<file path="config.mk">
export PLATFORM = sky130hd
export DESIGN_NAME = pixel_plotter_flat
export DESIGN_NICKNAME = d
export VERILOG_FILES = /design/src/rtl/pixel_plotter_if.sv /design/src/rtl/pixel_plotter.sv /design/src/flat_wrapper.sv
export SDC_FILE = /design/constraint.sdc
export NUM_CORES = 1
export LEC_CHECK = 0
export CORE_MARGIN = 5
export CORE_UTILIZATION = 65
export DETAILED_ROUTE_END_ITERATION = 10
export DONT_BUFFER_PORTS = 1
export GPL_ROUTABILITY_DRIVEN = 0
export GPL_TIMING_DRIVEN = 1
export PLACE_DENSITY_LB_ADDON = 0.3
export REMOVE_ABC_BUFFERS = 1
export SLEW_MARGIN = 10
export SYNTH_ARGS = -nofsm -noshare
export SYNTH_HDL_FRONTEND = slang
export SYNTH_SLANG_ARGS = --single-unit
</file>
<file path="constraint.sdc">
create_clock -name clk -period 12.03 [get_ports clk]
set_input_delay 0 -clock clk [delete_from_list [all_inputs] [get_ports clk]]
set_output_delay 0 -clock clk [all_outputs]
set_load 0.05 [all_outputs]
</file>
<file path="src/rtl/pixel_plotter_if.sv">
// rtl/pixel_plotter_if.sv - pixel stream and VRAM write bus for pixel_plotter
interface pixel_plotter_if #(
    parameter int CORDW = 10,
    parameter int ADDRW = 16
);
    logic                    pix_valid_i;
    logic                    pix_ready_o;
    logic signed [CORDW-1:0] x_i;
    logic signed [CORDW-1:0] y_i;
    logic [3:0]              color_i;
    logic                    vram_sel_o;
    logic                    vram_wr_o;
    logic [3:0]              vram_mask_o;
    logic [ADDRW-1:0]        vram_addr_o;
    logic [15:0]             vram_data_o;
    logic                    vram_ack_i;

    // plotter side: consumes points, issues VRAM writes
    modport master (
        input  pix_valid_i,
        output pix_ready_o,
        input  x_i,
        input  y_i,
        input  color_i,
        output vram_sel_o,
        output vram_wr_o,
        output vram_mask_o,
        output vram_addr_o,
        output vram_data_o,
        input  vram_ack_i
    );

    // environment side: line generator and VRAM
    modport slave (
        output pix_valid_i,
        input  pix_ready_o,
        output x_i,
        output y_i,
        output color_i,
        input  vram_sel_o,
        input  vram_wr_o,
        input  vram_mask_o,
        input  vram_addr_o,
        input  vram_data_o,
        output vram_ack_i
    );
endinterface

</file>
<file path="src/rtl/pixel_plotter.sv">
// rtl/pixel_plotter.sv - clipped 4-bpp pixel writer with row-address cache
module pixel_plotter #(
    parameter int CORDW = 10,
    parameter int ADDRW = 16
) (
    input  logic             clk,
    input  logic             reset_n_i,
    pixel_plotter_if.master  bus,
    input  logic             inval_i,
    input  logic [ADDRW-1:0] base_addr_i,
    input  logic [ADDRW-1:0] stride_i,
    input  logic [CORDW-1:0] width_i,
    input  logic [CORDW-1:0] height_i,
    output logic             busy_o
);
    localparam int CNTW = $clog2(CORDW + 1);

    typedef enum logic [1:0] {
        IDLE  = 2'd0,
        MUL   = 2'd1,
        WRITE = 2'd2
    } state_t;

    state_t           state;
    logic             ready_q;
    logic             sel_q;
    logic [3:0]       mask_q;
    logic [ADDRW-1:0] addr_q;
    logic [15:0]      data_q;

    // row cache: last drawn row and its start word address
    logic             row_valid;
    logic [CORDW-1:0] row_y;
    logic [ADDRW-1:0] row_addr;

    // miss path: word offset of the pending point and serial multiplier state
    logic [ADDRW-1:0] x_word_q;
    logic [ADDRW-1:0] mul_acc;
    logic [CORDW-1:0] mul_y;
    logic [CNTW-1:0]  mul_cnt;

    logic             accept;
    logic             clipped;
    logic [ADDRW-1:0] x_word;
    logic [3:0]       x_mask;
    logic             cache_ok;
    logic             row_hit;
    logic             row_dn;
    logic             row_up;
    logic [ADDRW-1:0] step_row;
    logic [ADDRW-1:0] mul_step;
    logic [ADDRW-1:0] miss_row;
    logic [CORDW:0]   row_y_inc;
    logic [CORDW-1:0] row_y_dec;

    assign accept = bus.pix_valid_i & ready_q;

    // bounds are unsigned; a negative coordinate is caught by its sign bit first
    assign clipped = bus.x_i[CORDW-1] | bus.y_i[CORDW-1]
                   | (bus.x_i >= width_i) | (bus.y_i >= height_i);

    assign x_word = ADDRW'(bus.x_i[CORDW-1:2]);
    assign x_mask = 4'b1000 >> bus.x_i[1:0];

    // an invalidate in the accept cycle wins, so that point takes the miss path
    assign cache_ok  = row_valid & ~inval_i;
    assign row_y_inc = {1'b0, row_y} + {{CORDW{1'b0}}, 1'b1};
    assign row_y_dec = row_y - {{(CORDW-1){1'b0}}, 1'b1};
    assign row_hit   = cache_ok & (bus.y_i == row_y);
    assign row_dn    = cache_ok & ({1'b0, bus.y_i} == row_y_inc);
    assign row_up    = cache_ok & (row_y != '0) & (bus.y_i == row_y_dec);

    assign step_row = row_hit ? row_addr :
                      row_dn  ? row_addr + stride_i :
                                row_addr - stride_i;

    // MSB-first shift-add: one bit of y per cycle, product truncated to ADDRW
    assign mul_step = {mul_acc[ADDRW-2:0], 1'b0} + (mul_y[CORDW-1] ? stride_i : '0);
    assign miss_row = base_addr_i + mul_step;

    assign bus.pix_ready_o = ready_q;
    assign bus.vram_sel_o  = sel_q;
    assign bus.vram_wr_o   = sel_q;
    assign bus.vram_mask_o = mask_q;
    assign bus.vram_addr_o = addr_q;
    assign bus.vram_data_o = data_q;
    assign busy_o          = (state != IDLE);

    // control FSM, row cache, multiplier and registered VRAM outputs
    always_ff @(posedge clk) begin
        if (!reset_n_i) begin
            state     <= IDLE;
            ready_q   <= 1'b0;
            sel_q     <= 1'b0;
            mask_q    <= '0;
            addr_q    <= '0;
            data_q    <= '0;
            row_valid <= 1'b0;
            row_y     <= '0;
            row_addr  <= '0;
            x_word_q  <= '0;
            mul_acc   <= '0;
            mul_y     <= '0;
            mul_cnt   <= '0;
        end else begin
            if (inval_i) begin
                row_valid <= 1'b0;
            end
            case (state)
                IDLE: begin
                    ready_q <= 1'b1;
                    if (accept) begin
                        if (clipped) begin
                            row_valid <= 1'b0;
                        end else begin
                            ready_q   <= 1'b0;
                            row_valid <= 1'b1;
                            row_y     <= bus.y_i;
                            x_word_q  <= x_word;
                            mask_q    <= x_mask;
                            data_q    <= {4{bus.color_i}};
                            if (row_hit | row_dn | row_up) begin
                                row_addr <= step_row;
                                addr_q   <= step_row + x_word;
                                sel_q    <= 1'b1;
                                state    <= WRITE;
                            end else begin
                                mul_acc <= '0;
                                mul_y   <= bus.y_i;
                                mul_cnt <= '0;
                                state   <= MUL;
                            end
                        end
                    end
                end
                MUL: begin
                    mul_acc <= mul_step;
                    mul_y   <= mul_y << 1;
                    mul_cnt <= mul_cnt + CNTW'(1);
                    if (mul_cnt == CNTW'(CORDW - 1)) begin
                        row_addr <= miss_row;
                        addr_q   <= miss_row + x_word_q;
                        sel_q    <= 1'b1;
                        state    <= WRITE;
                    end
                end
                WRITE: begin
                    if (bus.vram_ack_i) begin
                        sel_q   <= 1'b0;
                        ready_q <= 1'b1;
                        state   <= IDLE;
                    end
                end
                default: begin
                    state <= IDLE;
                end
            endcase
        end
    end
endmodule

</file>
<file path="src/flat_wrapper.sv">
// flat-port wrapper written by rule: the top's interface ports become plain ports
module pixel_plotter_flat 
#(
    parameter int CORDW = 10,
    parameter int ADDRW = 16
)
  (clk, reset_n_i, inval_i, base_addr_i, stride_i, width_i, height_i, busy_o, bus_pix_valid_i, bus_pix_ready_o, bus_x_i, bus_y_i, bus_color_i, bus_vram_sel_o, bus_vram_wr_o, bus_vram_mask_o, bus_vram_addr_o, bus_vram_data_o, bus_vram_ack_i);
  pixel_plotter_if #(.CORDW(CORDW), .ADDRW(ADDRW)) bus_i ();
  input  logic clk;
  input  logic reset_n_i;
  input  logic inval_i;
  input  logic [ADDRW-1:0] base_addr_i;
  input  logic [ADDRW-1:0] stride_i;
  input  logic [CORDW-1:0] width_i;
  input  logic [CORDW-1:0] height_i;
  output logic busy_o;
  input wire logic [$bits(bus_i.pix_valid_i)-1:0] bus_pix_valid_i;
  output wire logic [$bits(bus_i.pix_ready_o)-1:0] bus_pix_ready_o;
  input wire logic [$bits(bus_i.x_i)-1:0] bus_x_i;
  input wire logic [$bits(bus_i.y_i)-1:0] bus_y_i;
  input wire logic [$bits(bus_i.color_i)-1:0] bus_color_i;
  output wire logic [$bits(bus_i.vram_sel_o)-1:0] bus_vram_sel_o;
  output wire logic [$bits(bus_i.vram_wr_o)-1:0] bus_vram_wr_o;
  output wire logic [$bits(bus_i.vram_mask_o)-1:0] bus_vram_mask_o;
  output wire logic [$bits(bus_i.vram_addr_o)-1:0] bus_vram_addr_o;
  output wire logic [$bits(bus_i.vram_data_o)-1:0] bus_vram_data_o;
  input wire logic [$bits(bus_i.vram_ack_i)-1:0] bus_vram_ack_i;
  assign bus_i.pix_valid_i = bus_pix_valid_i;
  assign bus_pix_ready_o = bus_i.pix_ready_o;
  assign bus_i.x_i = bus_x_i;
  assign bus_i.y_i = bus_y_i;
  assign bus_i.color_i = bus_color_i;
  assign bus_vram_sel_o = bus_i.vram_sel_o;
  assign bus_vram_wr_o = bus_i.vram_wr_o;
  assign bus_vram_mask_o = bus_i.vram_mask_o;
  assign bus_vram_addr_o = bus_i.vram_addr_o;
  assign bus_vram_data_o = bus_i.vram_data_o;
  assign bus_i.vram_ack_i = bus_vram_ack_i;
  pixel_plotter #(.CORDW(CORDW), .ADDRW(ADDRW)) u_core (.clk(clk), .reset_n_i(reset_n_i), .bus(bus_i), .inval_i(inval_i), .base_addr_i(base_addr_i), .stride_i(stride_i), .width_i(width_i), .height_i(height_i), .busy_o(busy_o));
endmodule
</file>
* After elaboration in Yosys (flattened, before gate mapping) *
Cells that the tools add are included.
Widths: inputs -> output; s select.

storage, ports and cells
  bits in registers = 104
  input port bits = 81
  logic and storage cells = 107

operators by class
  add/subtract/negate cells = 9
  $lt $le $gt $ge = 2
  equality and inequality tests = 12
  shifts and indexed selects = 1
  muxes and demuxes = 45
  bitwise operators = 13
  reductions and logical operators = 12

operators with widths
  operator               number
  $mux 16                11
  $pmux 16 s2            2
  $add 16x16->16         3
  $mux 15                3
  $add 16x8->16          2
  $mux 10                3
  $pmux 15 s2            1
  $eq 10x10->1           2
  $ge 10x10->1           2
  $pmux 10 s2            1
  $sub 16x16->16         1
  $mux 1                 12
  $mux 4                 3
  $add 10x1->11 const B  1
  $eq 10x11->1           1
  $mux 2                 5
  $reduce_bool 10->1     1
  $sub 10x1->10 const B  1
  $pmux 4 s2             1
  $reduce_and 4->1       2
  $and 1x1->1            6
  $ne 2x1->1 const B     3
  $ne 2x2->1 const B     3
  $pmux 2 s3             1
  other kinds (16)       23

* Longest topological paths before layout *
  depth in word-level cells = 10
  gate-level depth with buffers = 28
  mapped depth without buffers = 26

* Worst setup path before layout *
No wires, ideal clock.

  kind = register to register
  start point = register u_core.row_y[0]
  end point = register u_core.addr_q[15] (netlist: u_core.bus.vram_addr_o[15])
  data arrival time = 5100 ps
  required time = 11956 ps
  slack = 6855 ps
  cell stages (with the launch flop) = 27
  path buffers = 1
  period minus slack after synthesis = 5175 ps
  cells stage by stage = dfxtp_1 ha_1 nand3_1 o21a_1 or3_1 a2111oi_4 nand2_2 clkbuf_1 o31ai_1 xnor2_1 ha_1 and3_1 a221oi_2 o21ai_0 a21oi_1 xnor2_1 nand2_1 nand2_1 ha_1 o21ai_0 a21oi_1 o21a_1 and4_1 a311oi_2 xnor2_1 nand2_1 a31oi_1

on the way
  word-level cells in the longest chain between the ends = 10
  elaborated cells on any way between the ends = 21
  classes of those cells = add/sub: 3; eq/ne: 4; mux: 6; bitwise: 6; reduce/logical: 2

ends and longest elaborated chain
  element                 line                  source
  from (decl)             pixel_plotter.sv:33   logic [CORDW-1:0] row_y;
  from (signal assigned)  pixel_plotter.sv:118  row_y <= bus.y_i;
  $add 10x1->11           pixel_plotter.sv:67   assign row_y_inc = {1'b0, row_y} + {{CORDW{1'b0}}, 1'b1};
  $eq 10x11->1            pixel_plotter.sv:70   assign row_dn = cache_ok & ({1'b0, bus.y_i} == row_y_inc);
  $and 1x1->1             pixel_plotter.sv:70
  $mux 16                 pixel_plotter.sv:74   row_dn ? row_addr + stride_i :
  $mux 16                 pixel_plotter.sv:73   assign step_row = row_hit ? row_addr :
  $add 16x8->16           pixel_plotter.sv:124  addr_q <= step_row + x_word;
  $mux 16                 pixel_plotter.sv:122  if (row_hit | row_dn | row_up) begin
  $mux 16                 pixel_plotter.sv:113  if (clipped) begin
  $mux 16                 pixel_plotter.sv:112  if (accept) begin
  $pmux 16 s2             pixel_plotter.sv:109  case (state)
  to (signal assigned)    pixel_plotter.sv:124
  to (signal assigned)    pixel_plotter.sv:142  addr_q <= miss_row + x_word_q;
  to (decl)               pixel_plotter.sv:28   logic [ADDRW-1:0] addr_q;

Parallel ways exist; a longest one is shown, timed or not. The select of a mux whose other input is x is not followed.
A chain may end at the register's enable or synchronous reset.

* Worst setup path in the final report *
Same ends and word-level chain as after synthesis.

==> results.cfg <==
[run_status]
status = completed

[floorplanning]
start_util_pct = 65.78
dieArea_mm2 = 0.01576
rows = 42
ios = 121
die-width_um = 125.5
die_y_um = 125.5
core-area_mm2 = 0.01319

[routing]
drt_pass1_iterations = 7
drt-vias-per-instance = 6.245
drt_iter0_markers = 579
wl_per_cell_um = 17.67
drc = 0
wl_mm = 22.71
num_vias = 8025
ant_nets = 0

[synth]
synth_flop_cell = dfxtp_1
synth-xor-area-share_pct = 8.738
synth-seq-area-share_pct = 21.23
postSynthCellCount = 1128
synth_seq_cells = 92
synthArstFlopShare_pct = 0
synthSimpleGateAreaFrac_pct = 22.87
ys_types = 78
synth_compound_area_share_pct = 24.14
synth_edf_count = 0
synth_top_family_by_area = compound AO/OA/AOI/OAI gates
synth_fa_ha_area_share_pct = 13.84
yosysWarnings = 0
synthMuxAreaShare_pct = 2.653
syn-cell-area_mm2 = 0.008677
syn_area_per_cell_um2 = 7.692

[place]
place.port_buffers = 0
placed_cell_area_mm2 = 0.008573
hpwl_mm = 16.81

[worst_setup_path]
arrival_ns = 6.25
crit_path_top_delay_cell = dfxtp_1
r2r_slack_ns = 6.06
critPathKind = flop to flop
r2r_cells = 25
path_max_fanout = 16
cp-start-kind = flop
cp_slowest_stage_delay_ns = 0.55
reg2reg_from = u_core.row_y[0]
crit_required_ns = 12.31
worst_setup_path_end_kind = flop
rr_endpoint = u_core.bus.vram_addr_o[15]

[worst_hold_path]
hp-class = primary input to flop
hold_depth = 4
hold_path_end = u_core.row_y[0]
hp-start = bus_y_i[0]

[finish]
layout_common_cells = nand2_1, nor2_1, a21oi_1
final_nets = 1278
layout-drive-gt1-share_pct = 5.230
layout_commonest_cell = nand2_1
design_area_mm2 = 0.009155
n_antenna_cell = 0
syn2layout_area_growth_pct = 5.508

[pwr]
switching_share_pct = 28.26
clockPowerShare_pct = 40.2
p_leak_nw = 3.743
p_int_w = 0.0005271
switching_power_w = 0.0002077
ir_worst_vdd_uv = 55.63
sequentialPowerShare_pct = 42.6
pwr_density_cell_mw_per_mm2 = 80.27
pwr-share-comb_pct = 17.3

[clocking]
root_buffer = clkbuf_16
clockBufferDepth = 2
cts_resized = 0
clk_latency_ns = 0.36
htree_num_levels = 3
cts_buffers = 9
cts_tree = yes
clock-sinks = 92
clk_pin_slew_ns = 0.07

[timing]
final.setup.tns_ns = 0
hold_viol_final = 0
setup_viol = 0
fin_worst_skew_ns = 0.01000
period_needed_ns = 5.967
post-route-period-util_pct = 49.60
rsz0062_at_grt = false
worstMarginPinSlew_ns = 1.033
max_freq_ghz = 0.1676
drv_slew = 0
slew_headroom_pct = 31.14

[global_routing]
grt_pass1_vias = 7568
grt_pass1_wl_mm = 37.23
grt_max_degree = 82
grt-ovfl-total = 0
antenna_found_initial = 0
grtUsageTotal_pct = 28.42

[run]
cap_viol_max_count = 0
==> power by group through the flow <==
stage / sequential, W / clock (W) / combinational, W
after detailed placement: 0.000320 / 0 / 0.000115
after CTS: 0.000313 / 0.000300 / 0.000125
after floorplan: 0.000319 / 0 / 0.0000909
after global routing: 0.000313 / 0.000312 / 0.000142
final: 0.000313 / 0.000295 / 0.000127
after global placement: 0.000320 / 0 / 0.000111
==> flip-flops by register name, summed over array words and instances (netlist names) <==
register                cells
u_core.bus.vram_data_o      4
u_core.bus.vram_addr_o     16
u_core.bus.vram_sel_o       1
u_core.mul_acc             15
u_core.row_valid            1
u_core.mul_y               10
u_core.mul_cnt              4
u_core.state                2
u_core.bus.vram_mask_o      4
u_core.row_addr            16
u_core.row_y               10
u_core.x_word_q             8
u_core.bus.pix_ready_o      1
==> kinds of logic after synthesis <==
| kind of cell | after synthesis |
|---|---|
| AND/OR/NAND/NOR | 410 |
| flip-flops | 92 |
| AO/OA/AOI/OAI | 306 |
| adder cells (fa/ha/maj) | 93 |
| XOR/XNOR | 85 |
| multiplexers | 23 |
| buffers and inverters | 119 |
==> metal layers <==
layer	global-route usage [%]	share of wire [%]	wire length [um]
met1	37.79	45	10180
met2	44.75	44	9962
met3	6.567	8.2	1860
met4	11.10	3.1	700
met5	0	0	0
==> synth_stat cells, types with 3 or more instances <==
cell type | number | share of area, %
a211o_1 | 5 | 0.50
a211oi_1 | 14 | 1.2
a21o_1 | 21 | 1.8
a21oi_1 | 89 | 5.1
a22oi_1 | 8 | 0.69
a311oi_1 | 8 | 0.81
a311oi_2 | 7 | 1.2
a31o_2 | 4 | 0.40
a31oi_1 | 12 | 0.87
and2_1 | 20 | 1.4
and3_1 | 11 | 0.79
buf_1 | 3 | 0.13
buf_2 | 9 | 0.52
buf_4 | 17 | 1.5
buf_6 | 6 | 0.78
clkbuf_1 | 32 | 1.4
dfxtp_1 | 92 | 21
fa_1 | 5 | 1.2
ha_1 | 88 | 13
inv_1 | 51 | 2.2
mux2i_1 | 23 | 2.7
nand2_1 | 123 | 5.3
nand2b_1 | 13 | 0.94
nand3_1 | 48 | 2.8
nand4_1 | 9 | 0.65
nor2_1 | 98 | 4.2
nor2b_1 | 10 | 0.72
nor3_1 | 30 | 1.7
nor3b_1 | 6 | 0.52
nor4_1 | 8 | 0.58
nor4_2 | 3 | 0.43
nor4b_1 | 3 | 0.30
o2111ai_1 | 3 | 0.30
o211a_1 | 3 | 0.35
o211ai_1 | 15 | 1.3
o21a_1 | 20 | 1.7
o21ai_0 | 53 | 3.1
o21bai_1 | 3 | 0.26
o31a_1 | 5 | 0.50
o31ai_1 | 8 | 0.69
or2_2 | 4 | 0.29
or3_1 | 11 | 0.79
xnor2_1 | 56 | 5.7
xor2_1 | 28 | 2.8
==> metrics by stage <==
| stage | utilization [%] | hold WS, ns | cells | setup WS, ns | total power, W |
|---|---|---|---|---|---|
| floorplan | - | 0.1138 | 1061 | 6.705 | 0.0004098 |
| global placement | 65.00 | 0.1203 | 1241 | 6.369 | 0.0004309 |
| detailed placement | 65.00 | 0.1231 | 1241 | 6.177 | 0.0004342 |
| CTS | 69.41 | 0.05577 | 1285 | 6.144 | 0.0007375 |
| global route | 69.41 | 0.07914 | 1285 | 5.519 | 0.0007666 |
| finish | 69.41 | 0.06865 | 1285 | 6.063 | 0.0007348 |
==> final cells by class <==
class	count	area (um^2)
fill	1117	4035
sequential	92	1847
clock inverter	5	58.81
tap	176	220.2
clock buffer	11	242.7
multi-input combinational	917	6281
inverter	52	195.2
timing repair buffer	32	310.3
==> worst max-delay path: cells and delay by family (launching register included) <==
| kind | cells | cell delay [ns] |
|---|---|---|
| AO/OA/AOI/OAI | 12 | 2.77 |
| adder cells (fa/ha/maj) | 3 | 0.88 |
| flip-flops | 1 | 0.55 |
| XOR/XNOR | 3 | 0.43 |
| AND/OR/NAND/NOR | 7 | 1.26 |
==> repair_timing <==
| action | CTS | global route |
|---|---|---|
| hold buffers | 28 | 0 |
| setup buffers | 0 | 0 |
| endpoints found under the hold margin | 45 | 0 |
==> worst max-delay path by stage <==
stage | endpoint | slack, ns | start | cells past startpoint
2_1_floorplan | u_core.bus.vram_addr_o[15] | 6.71 | u_core.row_y[0] | 25
3_3_place_gp | u_core.bus.vram_addr_o[15] | 6.37 | u_core.row_y[0] | 25
3_5_place_dp | u_core.bus.vram_addr_o[15] | 6.18 | u_core.row_y[0] | 25
4_1_cts | u_core.bus.vram_addr_o[15] | 6.14 | u_core.row_y[0] | 25
5_1_grt | u_core.bus.vram_addr_o[15] | 5.52 | u_core.row_y[0] | 25
6_report | u_core.bus.vram_addr_o[15] | 6.06 | u_core.row_y[0] | 25
No activity file was read; power rests on OpenSTA's default activity.
